<file path="src/rtl/lane_serializer.sv">
`timescale 1ns/1ps
// -----------------------------------------------------------------------------
// lane_serializer
//
// Purpose
//   Takes parallel N_LANES-bit lane words (lane OA at bit 0 ... OL at bit
//   N_LANES-1) and puts them out on a single wire. Words are first held in a
//   small FIFO. Each word is then sent as one frame of N_LANES serial bits
//   with valid/ready flow control. A counter records how many frames have
//   been fully transmitted.
//
// Parameters
//   N_LANES    bits per word / beats per frame (>= 2)
//   DEPTH      FIFO depth in words (power of 2, >= 2)
//   MSB_FIRST  0: bit 0 is sent first; 1: bit N_LANES-1 is sent first
//   CNT_W      width of frame_cnt
//
// Ports
//   clk        clock; all state changes on the rising edge
//   rst        asynchronous, active-high reset
//   in_data    parallel lane word {OL..OA}
//   in_valid   in_data is valid
//   in_ready   FIFO can take a word (decoded from the registered fill level)
//   so         serial data bit (registered)
//   so_valid   so carries a valid bit (registered)
//   so_last    current bit is the last bit of its frame (registered)
//   so_ready   sink accepts the current bit
//   frame_cnt  frames fully transmitted, modulo 2^CNT_W
//
// Timing
//   A word pushed at edge t into an empty FIFO with an idle engine is popped
//   at edge t+1. Its first bit is valid after edge t+2. Consecutive frames
//   leave with no bubble between them while the FIFO holds words. Up to
//   DEPTH words sit in the FIFO, plus one word in the shift stage.
// -----------------------------------------------------------------------------
module lane_serializer #(
    parameter int N_LANES   = 12,
    parameter int DEPTH     = 4,
    parameter int MSB_FIRST = 0,
    parameter int CNT_W     = 16
) (
    input  logic               clk,
    input  logic               rst,
    input  logic [N_LANES-1:0] in_data,
    input  logic               in_valid,
    output logic               in_ready,
    output logic               so,
    output logic               so_valid,
    output logic               so_last,
    input  logic               so_ready,
    output logic [CNT_W-1:0]   frame_cnt
);

    // -------------------------------------------------------------------------
    // Derived sizes
    // -------------------------------------------------------------------------
    localparam int PTR_W   = (DEPTH > 1) ? $clog2(DEPTH) : 1;
    localparam int FILL_W  = $clog2(DEPTH + 1);
    localparam int IDX_W   = $clog2(N_LANES);

    localparam logic [FILL_W-1:0] FULL_FILL = FILL_W'(DEPTH);
    localparam logic [IDX_W-1:0]  LAST_IDX  = IDX_W'(N_LANES - 1);

    // Shift-engine states. LOAD exists so that the first bit of a frame
    // appears one edge after the pop. This keeps so/so_valid purely registered.
    localparam logic [1:0] ST_IDLE  = 2'd0;
    localparam logic [1:0] ST_LOAD  = 2'd1;
    localparam logic [1:0] ST_SHIFT = 2'd2;

    // -------------------------------------------------------------------------
    // FIFO
    // -------------------------------------------------------------------------
    logic [N_LANES-1:0] mem [DEPTH];
    logic [PTR_W-1:0]   wr_ptr_reg;
    logic [PTR_W-1:0]   rd_ptr_reg;
    logic [FILL_W-1:0]  fill_reg;
    logic               push;
    logic               pop;
    logic               fifo_empty;
    logic [N_LANES-1:0] head;

    // in_ready depends only on the registered fill level. A full FIFO
    // therefore refuses a word even when a pop happens on the same edge.
    assign in_ready   = (fill_reg != FULL_FILL);
    assign fifo_empty = (fill_reg == '0);
    assign push       = in_valid && in_ready;

    // The FIFO is only a few words deep, and the engine needs the head word
    // in the same cycle as the pop so that back-to-back frames have no gap.
    // For these reasons the head is read directly from the storage array.
    assign head = mem[rd_ptr_reg];

    always_ff @(posedge clk) begin
        if (push) begin
            mem[wr_ptr_reg] <= in_data;
        end
    end

    // DEPTH is a power of two, so the pointers wrap naturally.
    always_ff @(posedge clk or posedge rst) begin
        if (rst) begin
            wr_ptr_reg <= '0;
            rd_ptr_reg <= '0;
            fill_reg   <= '0;
        end else begin
            if (push) begin
                wr_ptr_reg <= wr_ptr_reg + PTR_W'(1);
            end
            if (pop) begin
                rd_ptr_reg <= rd_ptr_reg + PTR_W'(1);
            end
            case ({push, pop})
                2'b10:   fill_reg <= fill_reg + FILL_W'(1);
                2'b01:   fill_reg <= fill_reg - FILL_W'(1);
                default: fill_reg <= fill_reg;
            endcase
        end
    end

    // -------------------------------------------------------------------------
    // Shift engine
    // -------------------------------------------------------------------------
    logic [1:0]         state_reg;
    logic [1:0]         state_next;
    logic [N_LANES-1:0] word_reg;
    logic [N_LANES-1:0] word_next;
    logic [IDX_W-1:0]   idx_reg;
    logic [IDX_W-1:0]   idx_next;
    logic               so_reg;
    logic               so_valid_reg;
    logic               so_last_reg;
    logic [CNT_W-1:0]   frame_cnt_reg;
    logic               accept;
    logic               frame_done;
    logic [N_LANES-1:0] ordered_next;
    logic               so_bit_next;
    logic               shifting_next;

    assign accept = so_valid_reg && so_ready;

    always_comb begin
        state_next = state_reg;
        word_next  = word_reg;
        idx_next   = idx_reg;
        pop        = 1'b0;
        frame_done = 1'b0;
        case (state_reg)
            ST_IDLE: begin
                if (!fifo_empty) begin
                    pop        = 1'b1;
                    word_next  = head;
                    idx_next   = '0;
                    state_next = ST_LOAD;
                end
            end
            ST_LOAD: begin
                state_next = ST_SHIFT;
            end
            ST_SHIFT: begin
                if (accept) begin
                    if (so_last_reg) begin
                        frame_done = 1'b1;
                        if (!fifo_empty) begin
                            // Chain straight into the next frame.
                            pop       = 1'b1;
                            word_next = head;
                            idx_next  = '0;
                        end else begin
                            state_next = ST_IDLE;
                        end
                    end else begin
                        idx_next = idx_reg + IDX_W'(1);
                    end
                end
            end
            default: begin
                state_next = ST_IDLE;
            end
        endcase
    end

    // Put the word in transmit order, so that the beat index selects the
    // bit directly whatever the bit order is.
    genvar gi;
    generate
        for (gi = 0; gi < N_LANES; gi++) begin : g_order
            if (MSB_FIRST != 0) begin : g_msb
                assign ordered_next[gi] = word_next[N_LANES-1-gi];
            end else begin : g_lsb
                assign ordered_next[gi] = word_next[gi];
            end
        end
    endgenerate

    assign shifting_next = (state_next == ST_SHIFT);
    assign so_bit_next   = ordered_next[idx_next];

    // During a stall, word, index and state do not change. The registered
    // outputs therefore reload the same values and hold steady.
    always_ff @(posedge clk or posedge rst) begin
        if (rst) begin
            state_reg     <= ST_IDLE;
            word_reg      <= '0;
            idx_reg       <= '0;
            so_reg        <= 1'b0;
            so_valid_reg  <= 1'b0;
            so_last_reg   <= 1'b0;
            frame_cnt_reg <= '0;
        end else begin
            state_reg    <= state_next;
            word_reg     <= word_next;
            idx_reg      <= idx_next;
            so_reg       <= shifting_next ? so_bit_next : 1'b0;
            so_valid_reg <= shifting_next;
            so_last_reg  <= shifting_next && (idx_next == LAST_IDX);
            if (frame_done) begin
                frame_cnt_reg <= frame_cnt_reg + CNT_W'(1);
            end
        end
    end

    assign so        = so_reg;
    assign so_valid  = so_valid_reg;
    assign so_last   = so_last_reg;
    assign frame_cnt = frame_cnt_reg;

endmodule

</file>
<file path="config.mk">
export PLATFORM = sky130hd
export DESIGN_NAME = lane_serializer
export DESIGN_NICKNAME = d
export VERILOG_FILES = /design/src/rtl/lane_serializer.sv
export SDC_FILE = /design/constraint.sdc
export NUM_CORES = 1
export LEC_CHECK = 0
export ABC_AREA = 1
export BUFFER_PORTS_ARGS = -buffer_cell sky130_fd_sc_hd__buf_2
export CAP_MARGIN = 20
export CORE_UTILIZATION = 59
export CTS_CLUSTER_DIAMETER = 80
export DETAILED_ROUTE_END_ITERATION = 8
export PLACE_DENSITY = 0.81
export SLEW_MARGIN = 20
export SYNTH_ARGS = -nofsm -noshare
export SYNTH_HDL_FRONTEND = slang
export SYNTH_SLANG_ARGS = --single-unit
</file>
<file path="constraint.sdc">
create_clock -name clk -period 2.25 [get_ports clk]
set_input_delay 0.3375 -clock clk [delete_from_list [all_inputs] [get_ports clk]]
set_output_delay 0.3375 -clock clk [all_outputs]
set_load 0.02 [all_outputs]
</file>
==> reports/metrics.cfg <==
[timing]
slew_headroom=0.545
timing.fmax_ghz=0.500
final_max_slew_viol_count=0
holdWs_ns=0.0926
fin_tns_setup_ns=0
period_needed_ns=2.00
finClkSkew_ns=0.0123
post-route-period-util=0.888
final-setup-viol-count=0
tightest_slew_ns=0.680
hold_violations=0
rsz0062_at_grt=no

[synthesis]
synth-edff-count=48
async_reset_ff_frac=0.478
yosysUniqueCellTypes=29
synth.top_cells.by_count=nand2_1 (116), inv_1 (72), edfxtp_1 (48), dfrtp_1 (44), nor2_1 (32)
yosysTopAreaCell=edfxtp_1
synth_area_leaders=edfxtp_1 (34%), dfrtp_1 (26%), nand2_1 (10%), inv_1 (6.4%), nand3_1 (3.1%)
syn_inst=434
yosys.area_share.simple=0.209
synth_top_family_by_area=simple AND/OR/NAND/NOR gates
postSynthAreaPerCell_um2=9.71
synth-compound-area-share=0.0457
synth_area_mm2=0.00421
synth_mux_area_frac=0.00267
synthAdderAreaFrac=0.0255
syn_nets=458
synth.most_common_cell=nand2_1
synth_xor_area_frac=0.0353
seq_area_frac_synth=0.604
yosysWarnings=0
ys_ff_latch=92
synthFlopType=edfxtp_1
synth_top_area_frac=0.342

[floorplanning]
num_io_pins=36
die_h_um=86.5
die_w_um=86.5
placeableCoreArea_mm2=0.00683
initial_utilization=0.617
rows=30
die_area_mm2=0.00748

[route]
avgViaCountPerCell=4.98
drt.antenna.violating_nets=0
wl_per_cell_um=13.2
drc=0
drt_first_pass_iters=4
drt_iter0_drc=233
routed_wl_um=7670
num_vias=2901

[layout]
area_growth_pct=12.6
fin_util=0.694
n_antenna_cell=0
nets=505
fin_area_mm2=0.00474
largest_register_ffs=48
drive_gt1_frac=0.163

[critical_path]
cpLargestDelayFamily=simple AND/OR/NAND/NOR gates
cp.required_ns=2.52
crit_path_start_kind=flip-flop
r2r-end=so$_DFF_PP0_
r2r_cells=10
worst-path-buf-inv=1
rr_startpoint=fill_reg[0]$_DFFE_PP0P_
path_cells=nor2_1 > nand2_2 > nand3_1 > buf_4 > o21ai_0 > nand2_1 > nand2_1 > nand2_1 > nand3b_1 > a21oi_1
arrival_ns=2.27
cp_common_cell=nand2_1
cp_max_fo=13
crit_path_end_kind=flip-flop
max_stage_delay_ns=0.41
r2r_setup_slack_ns=0.25
crit_slowest_cell=dfrtp_1
worst-setup-path-type=flip-flop to flip-flop

[flow_run]
drv_cap=0

[power]
irDropWorstVdd_mv=0.723
p_sw_frac=0.387
p_int_mw=3.55
power_per_cell_area_mw_per_mm2=1220
p_leak_nw=2.31
p_seq_frac=0.410
pwr-share-clk=0.200
pwr-share-comb=0.390
p_sw_mw=2.24

[clock_tree]
cts_max_level=3
cts_root_buffer=clkbuf_8
clkLatencyLatePin_ns=0.36
clkSinkCount=92
cts_tree=yes
cts_buffers=9
clkTransAtPathRegs_ns=0.09
hold_buffers=0
cts_buffer_depth=2

[global_routing]
grt_max_degree=45
overflow=0
antenna_found_initial=0
grt_pass1_vias=2774
grt_pass1_wl_um=12500
track_usage=0.224

[placement]
dpl-instance-area_mm2=0.00452
hpwl_um=5130
numPortBuffers=35
place.gp.congestion=0.853

[min_path]
min_path_type=input port to asynchronous set/reset pin

[outcome]
outcome=finished, final reports clean

[metal layers]
| metal | global-route usage | vias up | wire length (um) |
|---|---|---|---|
| li1 | - | 1457 | - |
| met1 | 0.289 | 1369 | 3550 |
| met2 | 0.370 | 59 | 3720 |
| met3 | 0.0562 | 16 | 253 |
| met4 | 0.0848 | 0 | 146 |
| met5 | 0 | - | 0 |
[worst max-delay path by stage]
stage,to,depth (start not counted),start
after detailed placement,fill_reg[2]$_DFFE_PP0P_,10,fill_reg[0]$_DFFE_PP0P_
final,so$_DFF_PP0_,10,fill_reg[0]$_DFFE_PP0P_
after CTS,fill_reg[2]$_DFFE_PP0P_,10,fill_reg[0]$_DFFE_PP0P_
after global placement,fill_reg[2]$_DFFE_PP0P_,10,fill_reg[0]$_DFFE_PP0P_
after floorplan,fill_reg[2]$_DFFE_PP0P_,9,fill_reg[0]$_DFFE_PP0P_
after global routing,so$_DFF_PP0_,10,fill_reg[0]$_DFFE_PP0P_
[cells in the final DEF, fill, tap and decap left out, types with 3 or more instances in the layout]
cell      count
nor2_4        7
buf_2        35
xor2_1        8
xnor2_1       9
nand2_1     116
nor3_1        3
buf_4        10
clkinv_2      3
ha_1          7
nand3_1      26
clkbuf_8      9
dfrtp_1      44
o21ai_0      25
inv_1        71
a21oi_1       9
nand2_2       4
nor2_1       32
edfxtp_1     48
[stage by stage]
step | setup WS, ns | total power, mW | std cells
after floorplan | 0.170 | 4.04 | 434
after global placement | 0.160 | 4.50 | 565
after detailed placement | 0.123 | 4.59 | 565
after CTS | 0.105 | 5.77 | 581
after global routing | 0.0255 | 6.21 | 582
final | 0.252 | 5.80 | 582
[cell type report]
cell class,instances,area (um^2)
flip-flops and latches,92,2540
fillers,526,2090
multi-input cells,259,1350
inverters,74,278
repair buffers,45,250
clock buffers,10,128
well taps,96,120
clock inverters,6,78.8
[power groups by stage]
| stage | Clock [mW] | Combinational, mW | Sequential (mW) |
|---|---|---|---|
| after global placement | 0 | 2.11 | 2.39 |
| after floorplan | 0 | 1.63 | 2.41 |
| after CTS | 1.18 | 2.21 | 2.38 |
| after detailed placement | 0 | 2.18 | 2.42 |
| after global routing | 1.24 | 2.56 | 2.42 |
| final | 1.16 | 2.26 | 2.38 |
[worst reg2reg max path, cell delays in order (launching register included)]
cell	delay, ns
dfrtp_1	0.41
nor2_1	0.21
nand2_2	0.14
nand3_1	0.25
buf_4	0.25
o21ai_0	0.15
nand2_1	0.08
nand2_1	0.07
nand2_1	0.07
nand3b_1	0.10
a21oi_1	0.19
[cells by family after synthesis]
group,after synthesis
simple gates,197
flops,92
buf+inv,83
compound gates,36
xor+xnor,17
fa+ha+maj,8
mux,1
[timing repair]
item,in CTS,in global routing
setup endpoints to repair,0,1
setup buffers,0,1
resized for setup,0,1
Power figures use the tool's default switching activity.
